[src/rtl/divider.sv]
// Sequential unsigned divider: restoring shift-subtract, one quotient bit
// per clock. Results are held until the next completion. A divisor of zero
// short-cuts straight to DONE with q = all-ones, r = dividend.
module divider #(
  parameter int WIDTH = 16
) (
  input  logic             clk,
  input  logic             rst,
  input  logic             enable,
  input  logic [WIDTH-1:0] a,
  input  logic [WIDTH-1:0] b,
  output logic [WIDTH-1:0] q,
  output logic [WIDTH-1:0] r,
  output logic             busy,
  output logic             done,
  output logic             div_zero
);

  localparam int CW = (WIDTH > 1) ? $clog2(WIDTH) : 1;

  typedef enum logic [1:0] {
    IDLE = 2'd0,
    CALC = 2'd1,
    DONE = 2'd2
  } state_t;

  state_t           state_r;
  logic [WIDTH-1:0] divisor_r;
  logic [WIDTH-1:0] quot_r;
  // The partial remainder is always below the divisor between iterations,
  // so WIDTH bits hold it; only the shifted value needs the extra bit.
  logic [WIDTH-1:0] rem_r;
  logic [CW-1:0]    cnt_r;

  logic [WIDTH:0]   shift_rem_s;
  logic             fits_s;
  logic [WIDTH-1:0] next_rem_s;
  logic [WIDTH-1:0] next_quot_s;

  // One restoring iteration: shift {R,Q} left, trial-subtract the divisor.
  always_comb begin
    shift_rem_s = {rem_r, quot_r[WIDTH-1]};
    fits_s      = (shift_rem_s >= {1'b0, divisor_r});
    next_quot_s = {quot_r[WIDTH-2:0], fits_s};
    if (fits_s) begin
      // The true difference is below the divisor, so the low WIDTH bits are exact.
      next_rem_s = shift_rem_s[WIDTH-1:0] - divisor_r;
    end else begin
      next_rem_s = shift_rem_s[WIDTH-1:0];
    end
  end

  // Control FSM with working registers and registered outputs.
  always_ff @(posedge clk) begin
    if (rst) begin
      state_r   <= IDLE;
      divisor_r <= {WIDTH{1'b0}};
      quot_r    <= {WIDTH{1'b0}};
      rem_r     <= {WIDTH{1'b0}};
      cnt_r     <= {CW{1'b0}};
      q         <= {WIDTH{1'b0}};
      r         <= {WIDTH{1'b0}};
      busy      <= 1'b0;
      done      <= 1'b0;
      div_zero  <= 1'b0;
    end else begin
      case (state_r)
        IDLE: begin
          done <= 1'b0;
          if (enable) begin
            divisor_r <= b;
            busy      <= 1'b1;
            if (b != {WIDTH{1'b0}}) begin
              quot_r  <= a;
              rem_r   <= {WIDTH{1'b0}};
              cnt_r   <= CW'(WIDTH - 1);
              state_r <= CALC;
            end else begin
              q        <= {WIDTH{1'b1}};
              r        <= a;
              div_zero <= 1'b1;
              done     <= 1'b1;
              state_r  <= DONE;
            end
          end else begin
            busy <= 1'b0;
          end
        end
        CALC: begin
          quot_r <= next_quot_s;
          rem_r  <= next_rem_s;
          if (cnt_r == {CW{1'b0}}) begin
            q        <= next_quot_s;
            r        <= next_rem_s;
            div_zero <= 1'b0;
            done     <= 1'b1;
            state_r  <= DONE;
          end else begin
            cnt_r <= cnt_r - {{(CW-1){1'b0}}, 1'b1};
          end
        end
        DONE: begin
          done    <= 1'b0;
          busy    <= 1'b0;
          state_r <= IDLE;
        end
        default: begin
          done    <= 1'b0;
          busy    <= 1'b0;
          state_r <= IDLE;
        end
      endcase
    end
  end

endmodule

[config.mk]
export PLATFORM = sky130hd
export DESIGN_NAME = divider
export DESIGN_NICKNAME = d
export VERILOG_FILES = /design/src/rtl/divider.sv
export SDC_FILE = /design/constraint.sdc
export NUM_CORES = 1
export LEC_CHECK = 0
export CORE_MARGIN = 8
export CORE_UTILIZATION = 54
export DETAILED_ROUTE_END_ITERATION = 6
export GPL_TIMING_DRIVEN = 0
export PLACE_DENSITY = 0.8
export SETUP_SLACK_MARGIN = 0.15
export SLEW_MARGIN = 20
export SYNTH_ARGS = -nofsm -noshare
export SYNTH_HDL_FRONTEND = slang
export SYNTH_SLANG_ARGS = --single-unit
[constraint.sdc]
create_clock -name clk -period 2.85 [get_ports clk]
set_input_delay 0.285 -clock clk [delete_from_list [all_inputs] [get_ports clk]]
set_output_delay 0.285 -clock clk [all_outputs]
set_load 0.005 [all_outputs]
Word level (Yosys, flattened, before mapping)
Cells that the tools add are included.
{"block": "totals", "romBits": 0, "inputBits": 35, "latchBits": 0, "memories": 0, "output_inout_bits": 35, "ram_bits": 0, "reg_bits": 89, "word_cells": 61}
{"block": "classes", "eq_ne": 6, "muxes": 33, "shift": 0, "div": 0, "n_addsub": 2, "n_lt_le_gt_ge": 1, "reduce_logical": 9, "bitwise": 0, "n_mul": 0}
{"cell": "two-way mux 16 bit", "count": 11}
{"cell": "one-hot mux 16 bit (2 select lines)", "count": 4}
{"cell": "greater-or-equal comparator 17 x 16 -> 1 bit", "count": 1}
{"cell": "nonzero test 16 bit", "count": 1}
{"cell": "subtractor 16 bit", "count": 1}
{"cell": "two-way mux 4 bit", "count": 3}
{"cell": "inequality test 2 bit, second input constant", "count": 5}
{"cell": "one-hot mux 4 bit (2 select lines)", "count": 1}
{"cell": "AND reduction 4 bit", "count": 2}
{"cell": "two-way mux 1 bit", "count": 7}
{"cell": "two-way mux 2 bit", "count": 3}
{"cell": "one-hot mux 1 bit (2 select lines)", "count": 3}
{"cell": "logical NOT 4 bit", "count": 1}
{"cell": "one-hot mux 2 bit (2 select lines)", "count": 1}
{"cell": "AND reduction 2 bit", "count": 2}
{"cell": "subtractor 4 x 1 -> 4 bit, second input constant", "count": 1}
{"cell": "AND reduction 3 bit", "count": 1}
{"cell": "== test 2 x 1 -> 1 bit, second input constant", "count": 1}
{"cell": "logical NOT 2 bit", "count": 1}
{"cell": "nonzero test 2 bit", "count": 1}

Depth between registers and ports, before layout
Gate-level depths: netlist of the first run.
{"block": "logic_depth", "word_depth": 4, "mapped_depth": 11}

Worst setup path before layout of the first run
No wires, ideal clock.
{"block": "synth_path", "path_kind": "flip-flop to flip-flop", "from": "reg divisor_r[10]", "to": "reg r[15]", "required_time_ns": 2.719, "path_stages_with_launch": 11, "path_buffers": 0, "setup_slack_ns": 0.534, "arrival_ns": 2.185, "path_cell_list": "dfxtp_1 -> inv_1 -> ha_1 -> a21oi_2 -> o21bai_2 -> a21oi_4 -> o21ai_2 -> o311ai_4 -> nand2_4 -> a221oi_2 -> nor4_2"}
{"block": "synth_via", "elab_chain_cells": 4, "elab_cells_between_ends": 5, "classes_between": "add/sub: 1; order compare: 1; mux: 3"}
{"item": "from (decl)", "line": "28", "text": "logic [WIDTH-1:0] divisor_r;"}
{"item": "from (signal assigned)", "line": "57", "text": "divisor_r <= {WIDTH{1'b0}};"}
{"item": "subtractor 16 bit or greater-or-equal comparator 17 x 16 -> 1 bit (tied branches)", "line": "47, 43"}
{"item": "two-way mux 16 bit *", "line": "45", "text": "if (fits_s) begin"}
{"item": "two-way mux 16 bit *", "line": "92", "text": "if (cnt_r == {CW{1'b0}}) begin"}
{"item": "one-hot mux 16 bit (2 select lines) *", "line": "67", "text": "case (state_r)"}
{"item": "to (signal assigned)", "line": "62", "text": "r <= {WIDTH{1'b0}};"}
{"item": "to (signal assigned)", "line": "94", "text": "r <= next_rem_s;"}
{"item": "to (decl)", "line": "13", "text": "output logic [WIDTH-1:0] r,"}
Mark *: on every way between the ends. The rest lies on a longest branch, timed or not. The select of a mux whose other input is x is not followed.
A chain may end at the register's enable or synchronous reset.

Worst setup path in the final report of the first run
{"block": "layout_path", "from": "reg rem_r[3]", "to": "reg r[4]"}
{"block": "layout_via", "elab_chain_cells": 4, "elab_cells_between_ends": 5, "classes_between": "add/sub: 1; order compare: 1; mux: 3"}
{"item": "from (decl)", "line": "32", "text": "logic [WIDTH-1:0] rem_r;"}
{"item": "from (signal assigned)", "line": "59", "text": "rem_r <= {WIDTH{1'b0}};"}
{"item": "from (signal assigned)", "line": "75", "text": "rem_r <= {WIDTH{1'b0}};"}
{"item": "from (signal assigned)", "line": "91", "text": "rem_r <= next_rem_s;"}
{"item": "subtractor 16 bit or greater-or-equal comparator 17 x 16 -> 1 bit (tied branches)", "line": "47, 43"}
{"item": "two-way mux 16 bit *", "line": "45"}
{"item": "two-way mux 16 bit *", "line": "92"}
{"item": "one-hot mux 16 bit (2 select lines) *", "line": "67"}
Marked as above.

==> reports/qor.yml, run 1 <==
final.period_utilization: 0.9336
irDropWorstVdd_uv: 1113
finalSetupViolations: 0
grtUsageTotal: 0.2305
critPathTopFamily: "compound AO/OA/AOI/OAI gates"
wl_per_cell_um: 17.55
finClkSkew_ns: 0.01304
place_congestion: 0.8843
final_cells: 754
antenna_left: 0
hold_buffers: 0
insertion_delay_ns: 0.38
cts_root_buf: "clkbuf_8"
diodes: 0
seq_area_frac_synth: 0.4027
cp_num_buf_inv: 1
setup_ws_ns: 0.1893
cts_tree: "done"
core_region_area_mm2: 0.008093
synth_top_area_share: 0.4027
vias_per_cell: 5.890
fin_nets: 697
p_per_area_mw_per_mm2: 1083
post-place-ws_ns: -0.008344
maxCapViolations: 0
path_max_fanout: 9
ys_async_sr_fraction: 0
critPathLaunchType: "flop"
via_count: 4441
max_freq_ghz: 0.3758
cts_buffer_depth: 2
yosysTopAreaCell: "dfxtp_1"
total_leakage_power_nw: 2.059
drtIter0Drc: 420
dieArea_mm2: 0.01135
period_needed_ns: 2.661
drive_gt1_frac: 0.09245
tightest_slew_ns: 0.6215
grt_max_degree: 19
place_inst: 733
drv_slew: 0
end_kind: "flop"
synth.most_common_cell: "nand2_1"
synth_nets: 612
status: "finished clean"
required_ns: 3.08
htreeDepth: 3
synth_edf_count: 0
ys_warn_count: 0
final.setup.tns_ns: 0
grt_pass1_vias: 4111
synth_ff_type: "dfxtp_1"
crit_slowest_cell: "dfxtp_1"
fillers: 708
grt_overflow: 0
rsz0062_at_grt: "true"
final_area_mm2: 0.005525
drc: 0
fp-row-count: 33
synth_seq_cells: 89
post-dp-hpwl_um: 10150
cp_cell_sequence: "ha_1, a21oi_1, nand2_1, nor2_1, a21oi_2, o311ai_4, buf_6, nand2_4, mux2i_1, o22ai_1"
hold_viol_final: 0
ios: 70
worstHoldPathType: "reg2reg"
cpPeakStageDelay_ns: 0.42
grt_pass1_wl_um: 20930
port_buffers: 69
synth_area_mm2: 0.004424
die-width_um: 106.5
cts_sinks: 89
ys_types: 59
crit_arrival_ns: 2.90
avgSynthCellArea_um2: 7.915
numCtsBuffers: 9
synthCells: 559
placed_area_mm2: 0.005246
drtPass1Iterations: 5
initial_utilization: 0.5467
syn_to_final_growth_pct: 24.89
clk_pin_slew_worst_paths_ns: 0.10
die_h_um: 106.5
path_class: "reg2reg"
drt_wl_total_um: 13230
synth_area_leaders: "dfxtp_1 40%, nand2_1 8.7%, nor2_1 6.4%"
antenna_found_initial: 0
synth_top_cells_by_count: "102 x nand2_1, 89 x dfxtp_1, 75 x nor2_1"
maxSlewHeadroom: 0.5841
[state kept, by name, indices dropped and copies added, names as in the netlist]
register   count
div_zero       1
quot_r        16
divisor_r     16
done           1
rem_r         16
busy           1
q             16
state_r        2
cnt_r          4
r             16
[power breakdown]
part           total [mW]  internal, mW  switching [mW]  leakage, nW
sequential           1.59          1.43           0.158        0.728
clock               0.873         0.339           0.534       0.0940
combinational        3.52          1.47            2.05         1.24
total                5.99          3.24            2.74         2.06
[logic make-up after synthesis]
group,count (synthesis),synth area share
AO/OA/AOI/OAI,133,0.2138
AND/OR/NAND/NOR,245,0.2435
XOR/XNOR,13,0.02574
buffers and inverters,55,0.04808
multiplexers,6,0.01358
adder cells (fa/ha/maj),18,0.05260
flip-flops,89,0.4027
[placed cells by master, fill, tap and decap left out, types with 3 or more instances in the layout]
cell / n
buf_4: 4
clkbuf_8: 9
a311oi_1: 19
inv_1: 24
a21oi_2: 3
nand2_1: 102
nand2b_1: 4
nor2_2: 3
o21ai_0: 12
nor4_1: 9
buf_2: 5
ha_1: 16
clkdlybuf4s50_1: 69
clkbuf_1: 21
or3_1: 3
a31oi_1: 7
xor2_1: 4
nand3_1: 8
o22ai_1: 3
a21oi_1: 45
nor2_1: 75
o21ai_1: 8
nand4_1: 3
inv_6: 4
mux2i_1: 6
and2_1: 3
dfxtp_1: 88
nor3_1: 22
a211oi_1: 9
buf_1: 3
xnor2_1: 9
[stage by stage]
stage / total power [mW] / hold slack [ns] / util
2_1_floorplan: 3.938 / 0.4210 / -
3_3_place_gp: 4.697 / 0.4441 / 0.6483
3_5_place_dp: 4.760 / 0.4472 / 0.6483
4_1_cts: 5.696 / 0.4612 / 0.6738
5_1_grt: 6.307 / 0.4755 / 0.6827
6_report: 5.986 / 0.4602 / 0.6827
[final cells by class]
type,instances,area [um^2],area share
Multi-Input combinational cell,415,2474,0.4477
Sequential cell,89,1783,0.3227
Timing Repair Buffer,74,732.0,0.1325
Tap cell,105,131.4,0.02378
Clock buffer,9,123.9,0.02242
Buffer,30,120.1,0.02174
Inverter,25,93.84,0.01698
Clock inverter,7,67.56,0.01223
[worst min-delay path: cells and delay by family (launching register included)]
family,cells,cell delay (ns)
DFF,1,0.32
and+or+nand+nor,1,0.05
AOI/OAI and AO/OA,1,0.05
[final timing paths]
| kind | from | depth (start not counted) | slack [ns] | endpoint |
|---|---|---|---|---|
| setup / recovery | rem_r[3] | 10 | 0.19 | r[4] |
| setup reg to reg | rem_r[3] | 10 | 0.19 | r[4] |
| hold / removal | divisor_r[13] | 2 | 0.46 | divisor_r[13] |
| hold reg to reg | divisor_r[13] | 2 | 0.46 | divisor_r[13] |
[layer usage]
layer  vias up  share of wire  global-route usage
met1      2063           0.41              0.2946
met3        23          0.092             0.04840
met4         0          0.017             0.06633
met2       229           0.48              0.3825
met5         -              0                   0
li1       2126              -                   -
[repair_timing]
action                                  4_1_cts  5_1_grt
resized for setup                             0       14
pin swaps                                     1        4
gates cloned                                  0        0
endpoints found under the setup margin        6       22
setup buffers                                 2        3
Note: power is estimated with default switching activity, not from simulation.
==> inputs of run 2 (changes only) <==
Settings changed: CAP_MARGIN set to 25.
==> results of run 2 <==
No change in the layout: final DEF, timing and power equal those of run 1.
